**src/rtl/pwm_reg_pkg.sv**
```systemverilog
// Shared definitions for the PWM register interface: command opcodes,
// response bytes, command-master states and register addresses.
package pwm_reg_pkg;

    localparam logic [7:0] OP_WR   = 8'h57;
    localparam logic [7:0] OP_RD   = 8'h52;
    localparam logic [7:0] RSP_ACK = 8'h4B;
    localparam logic [7:0] RSP_ERR = 8'h45;

    typedef enum logic [2:0] {
        IDLE,
        GET_ADDR,
        GET_DATA,
        DO_WR,
        DO_RD,
        SEND
    } state_e;

    // Register map of the PWM register block.
    localparam int         REG_ADDR_W = 4;
    localparam logic [3:0] REG_CTRL   = 4'h0;
    localparam logic [3:0] REG_PERIOD = 4'h4;
    localparam logic [3:0] REG_DUTY   = 4'h8;
    localparam logic [3:0] REG_STATUS = 4'hC;

endpackage

```
**src/rtl/pwm_reg_cmd_master.sv**
```systemverilog
// Byte-command initiator for the PWM register block: parses write/read
// commands from a byte stream, strobes the register port, returns a response.
module pwm_reg_cmd_master
    import pwm_reg_pkg::*;
#(
    parameter int WIDTH  = 16,
    parameter int ADDR_W = 4
) (
    input  logic              clk,
    input  logic              rst,
    input  logic              in_valid,
    input  logic [7:0]        in_data,
    output logic              in_ready,
    output logic              out_valid,
    output logic [7:0]        out_data,
    input  logic              out_ready,
    output logic              wr_en,
    output logic              rd_en,
    output logic [ADDR_W-1:0] addr,
    output logic [WIDTH-1:0]  wr_data,
    input  logic [WIDTH-1:0]  rd_data,
    output logic              busy
);

    localparam int NB    = WIDTH / 8;
    localparam int CNT_W = $clog2(NB + 1);

    state_e             state_q, state_d;
    logic               is_wr_q, is_wr_d;
    logic               in_ready_q, in_ready_d;
    logic [CNT_W-1:0]   cnt_q, cnt_d;
    logic [ADDR_W-1:0]  addr_q, addr_d;
    logic [WIDTH-1:0]   wr_data_q, wr_data_d;
    logic [WIDTH-1:0]   rsp_q, rsp_d;
    logic               accept;

    always_comb begin
        // NOTE: every variable gets a default first so no path leaves one unassigned (no latch).
        state_d   = state_q;
        is_wr_d   = is_wr_q;
        cnt_d     = cnt_q;
        addr_d    = addr_q;
        wr_data_d = wr_data_q;
        rsp_d     = rsp_q;
        wr_en     = 1'b0;
        rd_en     = 1'b0;
        out_valid = 1'b0;
        out_data  = 8'h00;
        accept    = in_valid && in_ready_q;

        case (state_q)
            IDLE: begin
                if (accept) begin
                    if (in_data == OP_WR) begin
                        is_wr_d = 1'b1;
                        state_d = GET_ADDR;
                    end else if (in_data == OP_RD) begin
                        is_wr_d = 1'b0;
                        state_d = GET_ADDR;
                    end else begin
                        rsp_d   = WIDTH'(RSP_ERR) << (WIDTH - 8);
                        cnt_d   = CNT_W'(1);
                        state_d = SEND;
                    end
                end
            end
            GET_ADDR: begin
                if (accept) begin
                    addr_d  = in_data[ADDR_W-1:0];
                    cnt_d   = '0;
                    state_d = is_wr_q ? GET_DATA : DO_RD;
                end
            end
            GET_DATA: begin
                if (accept) begin
                    wr_data_d = (wr_data_q << 8) | WIDTH'(in_data);
                    if (cnt_q == CNT_W'(NB - 1)) begin
                        state_d = DO_WR;
                    end else begin
                        cnt_d = cnt_q + CNT_W'(1);
                    end
                end
            end
            DO_WR: begin
                wr_en   = 1'b1;
                rsp_d   = WIDTH'(RSP_ACK) << (WIDTH - 8);
                cnt_d   = CNT_W'(1);
                state_d = SEND;
            end
            DO_RD: begin
                rd_en   = 1'b1;
                rsp_d   = rd_data;
                cnt_d   = CNT_W'(NB);
                state_d = SEND;
            end
            SEND: begin
                out_valid = 1'b1;
                out_data  = rsp_q[WIDTH-1 -: 8];
                if (out_ready) begin
                    rsp_d = rsp_q << 8;
                    cnt_d = cnt_q - CNT_W'(1);
                    if (cnt_q == CNT_W'(1)) begin
                        state_d = IDLE;
                    end
                end
            end
            default: state_d = IDLE;
        endcase

        // Registered from the next state so in_ready is low through reset.
        in_ready_d = (state_d == IDLE) || (state_d == GET_ADDR) || (state_d == GET_DATA);
    end

    always_ff @(posedge clk) begin
        // NOTE: state registers use non-blocking assignments so every flop samples pre-edge values.
        if (rst) begin
            state_q    <= IDLE;
            is_wr_q    <= 1'b0;
            in_ready_q <= 1'b0;
            cnt_q      <= '0;
            addr_q     <= '0;
            wr_data_q  <= '0;
            rsp_q      <= '0;
        end else begin
            state_q    <= state_d;
            is_wr_q    <= is_wr_d;
            in_ready_q <= in_ready_d;
            cnt_q      <= cnt_d;
            addr_q     <= addr_d;
            wr_data_q  <= wr_data_d;
            rsp_q      <= rsp_d;
        end
    end

    assign in_ready = in_ready_q;
    assign addr     = addr_q;
    assign wr_data  = wr_data_q;
    assign busy     = (state_q != IDLE);

endmodule

```
**config.mk**
```make
export PLATFORM = sky130hd
export DESIGN_NAME = pwm_reg_cmd_master
export DESIGN_NICKNAME = d
export VERILOG_FILES = /design/src/rtl/pwm_reg_pkg.sv /design/src/rtl/pwm_reg_cmd_master.sv
export SDC_FILE = /design/constraint.sdc
export NUM_CORES = 1
export LEC_CHECK = 0
export BUFFER_PORTS_ARGS = -buffer_cell sky130_fd_sc_hd__buf_2
export CAP_MARGIN = 10
export CORE_MARGIN = 2
export CORE_UTILIZATION = 25
export DETAILED_ROUTE_END_ITERATION = 16
export PLACE_DENSITY = 0.44
export SLEW_MARGIN = 5
export SYNTH_ARGS = -nofsm -noshare
export SYNTH_HDL_FRONTEND = slang
export SYNTH_SLANG_ARGS = --single-unit
```
**constraint.sdc**
```tcl
create_clock -name clk -period 1.6 [get_ports clk]
set_input_delay 0.24 -clock clk [delete_from_list [all_inputs] [get_ports clk]]
set_output_delay 0.24 -clock clk [all_outputs]
set_load 0.03 [all_outputs]
```
After elaboration in Yosys (flattened, before gate mapping)
Cells that the tools add are included.

Input port bits: 28. Register bits after elaboration: 43. Output and inout port bits: 33. Word-level logic and storage cells: 71.

Add/subtract/negate cells: 2. Equality and inequality tests: 17. Bitwise operators: 1. Reductions and logical operators: 15. Muxes and demuxes: 29.

Operators by type and width (number): $mux W16 (4); $pmux W16 S4 (1); $mux W3 (9); $eq A8 B7 Y1 const B (2); $or A16 B8 Y16 (1); $pmux W3 S5 (1); $mux W2 (7); $ne A2 B2 Y1 const B (7); $pmux W2 S6 (1); $eq A3 B2 Y1 const B (3); $mux W8 (1); $reduce_and A8 Y1 (1); $eq A3 B1 Y1 const B (2); $eq A3 B3 Y1 const B (2); $logic_not A3 Y1 (2); $reduce_bool A6 Y1 (1); $mux W1 (5); $reduce_and A5 Y1 (1); $reduce_and A2 Y1 (2); $reduce_bool A4 Y1 (1); $reduce_and A3 Y1 (1); $reduce_bool A3 Y1 (1); $add A2 B1 Y2 const B (1); $eq A2 B1 Y1 const B (1); other kinds (5) (6).

Longest topological paths before layout
Gate-level depths: netlist (run 1).

Depth after elaboration: 8. Depth in mapped cells: 7. Gate-level depth less buffers: 6.

Worst setup path after synthesis (run 1)
Ideal clock, no wire load.

Path type: register -> register. Start: reg in_ready_q, in the netlist in_ready. End: reg wr_data_q[5], in the netlist wr_data[5]. Data arrival time: 1586 ps. Required time: 1468 ps. Clock period less this slack: 1718 ps. Cell stages (with the launch flop): 7. Buffers on the path: 2. Library setup time: 132 ps. Setup slack: -118 ps. Cells stage by stage: dfxtp_1 > nand2_1 > or3_1 > clkbuf_1 > clkbuf_1 > nand2_1 > a21oi_1.

Word-level cells in the longest chain between the ends: 2.

Ends and longest elaborated chain: start, declared (line pwm_reg_cmd_master.sv:30) `logic in_ready_q, in_ready_d;`; start signal, assigned (line pwm_reg_cmd_master.sv:127) `in_ready_q <= in_ready_d;`; $logic_and A1 B1 Y1 (line pwm_reg_cmd_master.sv:49) `accept = in_valid && in_ready_q;`; $reduce_and A2 Y1 (no line); end signal, assigned (line pwm_reg_cmd_master.sv:130) `wr_data_q <= wr_data_d;`; end, declared (line pwm_reg_cmd_master.sv:33) `logic [WIDTH-1:0] wr_data_q, wr_data_d;`.

Every way passes these cells. A chain may end at the register's enable or synchronous reset.

Worst setup path in the final report (run 1)
Start: reg state_q[2]. End: out out_data[3].

Word-level cells in the longest chain between the ends: 2.

Ends and longest elaborated chain: start, declared (line pwm_reg_cmd_master.sv:28) `state_e state_q, state_d;`; start signal, assigned (line pwm_reg_cmd_master.sv:125) `state_q <= state_d;`; $eq A3 B3 Y1 (line pwm_reg_cmd_master.sv:51) `case (state_q)`; $mux W8 (line pwm_reg_cmd_master.sv:51); end, declared (line pwm_reg_cmd_master.sv:15) `output logic [7:0] out_data,`.

Every way passes these cells.

==> results of run 1 <==
## per-layer routing
metal	global-route usage (%)	wire (µm)
met5	0	0
met4	4.92	72
met1	18.4	2920
met2	20.1	2540
met3	2.24	168
## state kept, by name, summed over array words and instances (netlist names)
signal,flops
addr,4
rsp_q,16
wr_data,16
state_q,3
is_wr_q,1
cnt_q,2
in_ready,1
## worst register-to-register path: cells and delay by family (launching register included)
| family | cells | cell delay [ns] |
|---|---|---|
| AOI/OAI and AO/OA | 2 | 0.33 |
| buffers and inverters | 2 | 0.30 |
| DFF | 1 | 0.39 |
| and+or+nand+nor | 2 | 0.43 |
## cells by family after synthesis
kind of cell / count (synthesis) / synth area share, %
AND/OR/NAND/NOR: 94 / 24.2
AO/OA/AOI/OAI: 61 / 20.8
flip-flops: 43 / 45.1
buffers and inverters: 18 / 4.06
multiplexers: 9 / 4.72
XOR/XNOR: 1 / 0.458
adder cells (fa/ha/maj): 1 / 0.655
## placed cells by master, fill, tap and decap left out, types with 2 or more instances in the layout
cell	synthesis	layout
nor4_1	2	2
and3_1	12	11
nand2b_1	4	3
a211oi_1	3	3
dfxtp_1	43	39
nor2_1	16	16
buf_12	0	2
a21oi_1	26	26
nand3_1	4	4
or3_4	1	2
or3_1	4	3
nor2b_4	0	2
o2bb2ai_1	3	3
buf_2	2	48
mux2i_1	9	9
buf_6	1	9
inv_1	4	2
nor3_1	4	3
a22o_2	9	9
dfxtp_4	0	3
clkbuf_8	0	5
buf_4	0	43
o21ai_1	0	2
nand2_1	39	39
clkinv_2	0	3
o21ai_0	11	9
## layout make-up
cell class / count / area share, %
multi-input cells: 166 / 35.9
repair buffers: 104 / 25.3
clock inverters: 3 / 0.530
flip-flops and latches: 43 / 30.8
well taps: 99 / 4.37
inverters: 4 / 0.663
clock buffers: 5 / 2.43
## metrics by stage
stage               hold slack (ns)  std cells
floorplan                     0.371        227
global placement              0.441        406
global route                  0.147        424
CTS                           0.141        421
finish                        0.145        424
detailed placement            0.444        406
## worst max-delay path by stage
stage,start,depth (start not counted),end,slack [ns]
2_1_floorplan,in_data[5],6,rsp_q[2],-0.02
6_report,state_q[2],4,out_data[3],0.03
4_1_cts,state_q[2],4,out_data[7],0.0007
3_3_place_gp,in_data[5],7,rsp_q[6],-0.20
3_5_place_dp,in_data[5],7,rsp_q[11],-0.22
5_1_grt,state_q[2],4,out_data[2],-0.03
## where the power goes
| part | internal [mW] | total, mW | switching (mW) |
|---|---|---|---|
| clock | 0.299 | 0.690 | 0.391 |
| combinational | 0.387 | 0.789 | 0.403 |
| sequential | 1.14 | 1.20 | 0.0605 |
## timing repair
action                     CTS  global route
buffers inserted             7             2
setup endpoints to repair   15            39
pin swaps                    1             4
gates resized for setup     19            30
cloned                       0             1
==> results.yml, run 1 <==
yosys:
  yosys.area.top_type: "dfxtp_1"
  netlist_area_um2: 1910
  ys_ff_latch: 43
  synth_edf_count: 0
  synth_common_cells: "dfxtp_1 (43), nand2_1 (39), a21oi_1 (26)"
  syn_nets: 256
  ys.warnings.count: 0
  synthDistinctLibCells: 38
  synthCells: 227
  syn_avg_cell_area_um2: 8.42
  yosys_most_used_dff: "dfxtp_1"
  synth_most_common_cell: "dfxtp_1"
  post-synth-top-area-fraction_pct: 45.1
  ys_seq_area_share_pct: 45.1
  synth_area_leaders: "dfxtp_1 (45%), nand2_1 (7.7%), a21oi_1 (6.8%)"
  async_flop_share_pct: 0
final_layout:
  seq_area_um2: 873
  area_delta_synth_final_pct: 48.3
  multiInputGateArea_um2: 1020
  design_area_um2: 2830
  nets: 353
  fin_util_pct: 38.6
  drive_gt1_share_pct: 42.2
  fill_cells: 757
  diodes: 0
timing:
  drv_slew: 0
  maxSlewHeadroom_pct: 78.8
  finalCritPeriodShare_pct: 98.3
  max_freq_ghz: 0.636
  grt_setup_unrepaired: "true"
  final.setup.worst_slack_ns: 0.0267
  worst_pin_slew_ns: 0.317
  hold_viol: 0
  finalClockSkew_ns: 0.0132
  setup_violations: 0
  period_needed_ns: 1.57
  fin_setup_tns_ns: 0
min_path:
  hold_depth: 2
  holdPathEnd: "rsp_q[3]"
  hold_path_class: "in -> reg"
  min_from: "rd_data[3]"
routing:
  drt-pass1-iter-count: 4
  vias_per_cell: 4.61
  routedWlPerCell_um: 13.4
  drt_wl_total_um: 5700
  postRouteAntennaNets: 0
  vias: 1953
  drt-initial-drc-count: 110
  post-route-drc-count: 0
global_route:
  antenna_found_initial: 0
  grt_max_degree: 27
  grt_pass1_wl_um: 8870
  grt_overflow: 0
  grt_pass1_vias: 1814
  gr-usage-all-layers_pct: 13.2
clock_network:
  ctsRootBufferMaster: "clkbuf_8"
  clock_latency_ns: 0.31
  cts_tree: "built"
  h-tree-depth: 2
  cts-hold-fix-buffers: 0
  numCtsBuffers: 5
  path_clk_slew_ns: 0.09
  clock_path_buffers: 2
  cts_sinks: 43
placement:
  portBuffers: 60
  dp_hpwl_um: 4010
  place.gp.congestion: 0.822
  dp_slack_ns: -0.222
  placed_cell_area_um2: 2540
floorplanning:
  initial_core_util_pct: 26.1
  coreArea_um2: 7330
  rows: 31
  dieHeight_um: 91.4
  die_area_um2: 8360
  dieWidth_um: 91.4
  io-pin-count: 61
worst_setup_path:
  cp_cell_sequence: "nor2b_4 > buf_4 > and3_1 > buf_4"
  r2r-end: "rsp_q[11]"
  r2r_cells: 6
  criticalPathCategory: "reg -> out"
  reg2reg_setup_slack_ns: 0.03
  path_buf_inv: 2
  cpPeakStageDelay_ns: 0.39
  crit_arrival_ns: 1.33
  crit_slowest_cell: "dfxtp_4"
  reg2reg_from: "state_q[1]"
  crit_path_end_kind: "output pin"
  required_ns: 1.36
  path_delay_family: "flip-flops"
  cp_common_cell: "buf_4"
  worstPathMaxFanout: 8
  cp-start-kind: "flip-flop"
power:
  finalPower_mw: 2.68
  ir_worst_vdd_mv: 0.268
  p_leak_nw: 1.27
  power_density_nw_per_um2: 947
run_status:
  outcome: "finished clean"
run:
  maxCapViolations: 0
Note: power is estimated with default switching activity, not from simulation.
==> run 2: changes to the inputs <==
- ABC_AREA: unset -> 1
- BUFFER_PORTS_ARGS: -buffer_cell sky130_fd_sc_hd__buf_2 -> -buffer_cell sky130_fd_sc_hd__buf_4
- PLACE_DENSITY: 0.44 -> 0.42
- clock period: 1.6 -> 1.8 ns (I/O delays scaled with it)
==> run 2 against run 1 <==
Net effect:
- worst setup slack improved by 0.12 ns
- via count fell by 0.15%
- critical path type unchanged
- sequential cell count did not move
- combinational power rose by 55%
- sequential power barely moved
- cell area fell by 5.5%
- core utilization fell by 4.0 points
- non-clock buffer count fell by 36
- highest routed layer unchanged
- critical path depth rose by 1
- register-to-register slack improved by 0.29 ns
==> results.yml, run 2 <==
global_route:
  grt_overflow: 0
  grt_pass1_vias: 1942
  antenna_found_initial: 0
  gr-usage-all-layers_pct: 13.3
  grt_max_degree: 21
  grt_pass1_wl_um: 9100
clock_network:
  cts_tree: "built"
  ctsRootBufferMaster: "clkbuf_8"
  cts_sinks: 43
  clock_latency_ns: 0.30
  cts_setup_buffers: 0
  clock_path_buffers: 2
  path_clk_slew_ns: 0.09
  h-tree-depth: 2
  numCtsBuffers: 5
  cts-hold-fix-buffers: 0
run:
  maxCapViolations: 0
routing:
  post-route-drc-count: 0
  vias: 1950
  routedWlPerCell_um: 12.2
  drt-initial-drc-count: 59
  postRouteAntennaNets: 0
  drt-pass1-iter-count: 4
  drt_wl_total_um: 5540
  vias_per_cell: 4.30
final_layout:
  final_common_cell: "buf_4"
  nets: 380
  area_delta_synth_final_pct: 34.7
  layout_common_cells: "buf_4 (67), nand2_1 (65), nor2_1 (59)"
  diodes: 0
  drive_gt1_share_pct: 31.0
  design_area_um2: 2680
min_path:
  hold_path_class: "in -> reg"
power:
  p_switching_mw: 1.22
  ir_worst_vdd_mv: 0.464
  p_seq_share_pct: 38.8
  p_leak_nw: 1.22
  clockPowerShare_pct: 20.6
  power_density_nw_per_um2: 1130
  p_int_mw: 1.80
  combPwrFrac_pct: 40.6
  switching_share_pct: 40.4
worst_setup_path:
  crit_path_end_kind: "output pin"
  cp-start-kind: "flip-flop"
  worstPathMaxFanout: 9
  crit_arrival_ns: 1.38
  required_ns: 1.53
  crit_slowest_cell: "dfxtp_2"
  criticalPathCategory: "reg -> out"
  cpPeakStageDelay_ns: 0.39
  cp_cell_sequence: "inv_2 > nor2_4 > nand2_2 > nor2_1 > buf_4"
timing:
  finalCritPeriodShare_pct: 91.8
  worst_pin_slew_ns: 0.293
  hold_viol: 0
  final.setup.worst_slack_ns: 0.148
  finalClockSkew_ns: 0.00501
  period_needed_ns: 1.65
  drv_slew: 0
  max_freq_ghz: 0.605
  maxSlewHeadroom_pct: 80.4
  setup_violations: 0
  grt_setup_unrepaired: "false"
  fin_setup_tns_ns: 0
yosys:
  post-synth-top-area-fraction_pct: 43.3
  yosys.area.top_type: "dfxtp_1"
  synth_edf_count: 0
  synthDistinctLibCells: 25
  synthCells: 285
  synth_common_cells: "nand2_1 (66), nor2_1 (59), dfxtp_1 (43)"
  synth_most_common_cell: "nand2_1"
  yosys_most_used_dff: "dfxtp_1"
  ys_ff_latch: 43
  synth_area_leaders: "dfxtp_1 (43%), nand2_1 (12%), nor2_1 (11%)"
  netlist_area_um2: 1990
  ys.warnings.count: 0
  syn_avg_cell_area_um2: 6.97
  async_flop_share_pct: 0
  syn_nets: 314
  ys_seq_area_share_pct: 43.3
placement:
  placed_cell_area_um2: 2580
  place.gp.congestion: 0.790
  dp_slack_ns: 0.233
  dp_hpwl_um: 4040
  portBuffers: 60
floorplanning:
  io-pin-count: 61
  die_area_um2: 8680
  rows: 32
  coreArea_um2: 7730
  dieHeight_um: 93.2
  dieWidth_um: 93.2
  initial_core_util_pct: 25.7
run_status:
  outcome: "finished clean"
==> run 2: critical path, delay by kind of cell, from the launching register on <==
family,cells,cell delay (ns)
buf+inv,2,0.26
flops,1,0.39
simple gates,3,0.43
==> run 2: cell type report <==
class                           count  area, µm²
Clock buffer                        6       72.6
Clock inverter                      2       12.5
Fill cell                         848       5050
Inverter                           25       93.8
Multi-Input combinational cell    208        982
Sequential cell                    43        865
Tap cell                          102        128
Timing Repair Buffer               68        523
==> run 2: per-stage QoR <==
stage	cells	util (%)	hold WS [ns]	total power, mW
floorplan	285	-	0.405	2.06
global placement	446	33.5	0.450	2.43
detailed placement	446	33.5	0.456	2.42
CTS	454	34.6	0.185	3.06
global route	454	34.6	0.207	3.26
finish	454	34.6	0.197	3.02
==> run 2: power by group through the flow <==
stage	registers (mW)	logic (mW)	clock network, mW
3_5_place_dp	1.18	1.24	0
2_1_floorplan	1.18	0.889	0
4_1_cts	1.16	1.24	0.651
3_3_place_gp	1.19	1.25	0
6_report	1.17	1.22	0.622
5_1_grt	1.19	1.39	0.682
==> run 2: cells by family after synthesis <==
family,after synthesis,synth area share [%]
AND/OR/NAND/NOR,159,34.8
AO/OA/AOI/OAI,47,13.4
flip-flops,43,43.3
buffers and inverters,34,7.37
XOR/XNOR,1,0.441
adder cells (fa/ha/maj),1,0.630
==> run 2: path summary, 6_finish.rpt <==
path / from / to / slack (ns) / cells after the start
setup / recovery: state_q[2] / out_data[6] / 0.15 / 5
hold / removal: in_data[7] / wr_data[7] / 0.20 / 3
setup reg to reg: state_q[0] / rsp_q[1] / 0.32 / 8
hold reg to reg: rsp_q[12] / rsp_q[12] / 0.47 / 2
==> run 2: timing repair <==
action	4_1_cts	5_1_grt
cloned	0	0
endpoints found under the setup margin	8	11
endpoints found under the hold margin	0	0
gates resized for setup	1	3
==> run 2: routing by layer <==
metal	GRT usage [%]	routed length, µm
met1	17.3	2660
met2	20.8	2460
met3	3.22	283
met4	6.00	138
met5	0	0
==> run 3: changes to the inputs <==
- PLACE_DENSITY: 0.42 -> 0.43
- SETUP_SLACK_MARGIN: unset -> 0.02
- clock period: 1.8 -> 1.4 ns (I/O delays scaled with it)
==> run 3 against run 2 <==
Net effect:
- the flow now finishes with violations (negative setup slack)
- worst setup slack worse by 0.26 ns
- global-route usage up 0.83 points
- clock power increased by 58%
- via count increased by 6.3%
- sequential power rose by 28%
- worst hold slack worse by 0.060 ns
- critical path type unchanged
- register-to-register slack got worse by 0.35 ns
- cell area up 16%
- clock skew grew 0.0044 ns
- highest routed layer unchanged
==> results.yml, run 3 (synthesis gave the netlist of run 2 again) <==
final_layout:
  area_delta_synth_final_pct: 56.6
  diodes: 0
  seq_area_um2: 873
  layout_common_cells: "buf_4 (77), nand2_1 (62), nor2_1 (50)"
  nets: 409
  design_area_um2: 3110
  final_common_cell: "buf_4"
  multiInputGateArea_um2: 1080
  drive_gt1_share_pct: 40.9
  fill_cells: 850
  instances_no_fill: 483
floorplanning:
  io-pin-count: 61
  rows: 32
  dieHeight_um: 93.2
  die_area_um2: 8680
  initial_core_util_pct: 25.7
  dieWidth_um: 93.2
  coreArea_um2: 7730
worst_setup_path:
  reg2reg_from: "state_q[2]"
  required_ns: 1.19
  reg2reg_setup_slack_ns: -0.03
  cp-start-kind: "flip-flop"
  crit_path_end_kind: "output pin"
  r2r_cells: 8
  crit_slowest_cell: "dfxtp_4"
  cpPeakStageDelay_ns: 0.38
  r2r-end: "rsp_q[11]"
  crit_arrival_ns: 1.30
  criticalPathCategory: "reg -> out"
  crit_end: "out_data[5]"
  cp-startpoint: "state_q[2]"
  cp_cell_sequence: "inv_4 > nor2_4 > nand2_4 > buf_8 > nor2_2 > buf_6"
  worstPathMaxFanout: 5
run_status:
  outcome: "finished, violations left"
  violations: "negative setup slack"
global_route:
  grt_overflow: 0
  grt_pass1_wl_um: 9670
  gr-usage-all-layers_pct: 14.1
  grt_pass1_vias: 2019
  grt_max_degree: 21
  antenna_found_initial: 0
power:
  finalPower_mw: 4.73
  ir_worst_vdd_mv: 0.431
  power_density_nw_per_um2: 1520
  p_leak_nw: 1.42
timing:
  finalClockSkew_ns: 0.00939
  finalCritPeriodShare_pct: 108
  grt_setup_unrepaired: "true"
  period_needed_ns: 1.51
  fin_setup_tns_ns: -1.00
  holdWs_ns: 0.137
  drv_slew: 0
  max_freq_ghz: 0.663
  hold_viol: 0
  final.setup.worst_slack_ns: -0.108
  setup_violations: 21
  worst_pin_slew_ns: 0.287
  maxSlewHeadroom_pct: 80.9
min_path:
  hold_path_class: "in -> reg"
placement:
  placed_cell_area_um2: 2740
  portBuffers: 60
  dp_cells: 465
  dp_hpwl_um: 4310
  place.gp.congestion: 0.825
clock_network:
  clock_latency_ns: 0.30
  clock_path_buffers: 2
  numCtsBuffers: 5
  cts_tree: "built"
  path_clk_slew_ns: 0.09
  cts-hold-fix-buffers: 0
  cts_sinks: 43
  ctsRootBufferMaster: "clkbuf_8"
  h-tree-depth: 2
routing:
  drt-pass1-iter-count: 4
  postRouteAntennaNets: 0
  routedWlPerCell_um: 12.3
  vias_per_cell: 4.29
  drt-initial-drc-count: 104
  post-route-drc-count: 0
  vias: 2072
  drt_wl_total_um: 5960
run:
  maxCapViolations: 0
## run 3: what timing repair did
item                       CTS  global route
cloned                       1             0
setup endpoints to repair   53            50
resized for setup           43            12
setup buffers                5             5
pin swaps                    6            13
## run 3: worst min-delay path by stage
stage,from,endpoint,slack [ns],cells after the start
floorplan,in_data[0],wr_data[0],0.34,2
finish,in_data[7],wr_data[7],0.14,3
detailed placement,rsp_q[12],rsp_q[12],0.45,2
CTS,in_data[7],wr_data[7],0.13,3
global route,in_data[6],wr_data[6],0.13,3
global placement,in_data[5],wr_data[5],0.45,3
## run 3: where the power goes
group,switching [mW],total [mW],internal [mW]
Clock,0.453,0.985,0.532
Sequential,0.107,1.50,1.40
Combinational,1.22,2.24,1.03
Total,1.78,4.73,2.95
## run 3: final cells by class
| class | count | share of cell area [%] |
|---|---|---|
| Multi-Input combinational cell | 208 | 34.8 |
| Sequential cell | 43 | 28.1 |
| Timing Repair Buffer | 97 | 26.2 |
| Tap cell | 102 | 4.10 |
| Inverter | 25 | 3.18 |
| Clock buffer | 5 | 2.21 |
| Clock inverter | 3 | 1.41 |
## run 3: metal layers
layer / vias up / routed length (µm) / track usage [%]
met5: - / 0 / 0
met4: 0 / 99 / 3.68
met3: 7 / 251 / 3.30
met2: 48 / 2690 / 23.5
met1: 920 / 2920 / 18.4
li1: 1097 / - / -
## run 3: stage by stage
step                util (%)  setup WS [ns]
floorplan                  -        -0.0357
detailed placement      35.4        -0.0826
CTS                     39.4         -0.154
finish                  40.3         -0.108
global route            40.3         -0.175
global placement        35.4         -0.127
## run 3: worst max-delay path: cells and delay by family, from the launching register on
kind                   cells  cell delay (ns)
buffers and inverters      3             0.32
DFF                        1             0.38
and+or+nand+nor            3             0.30
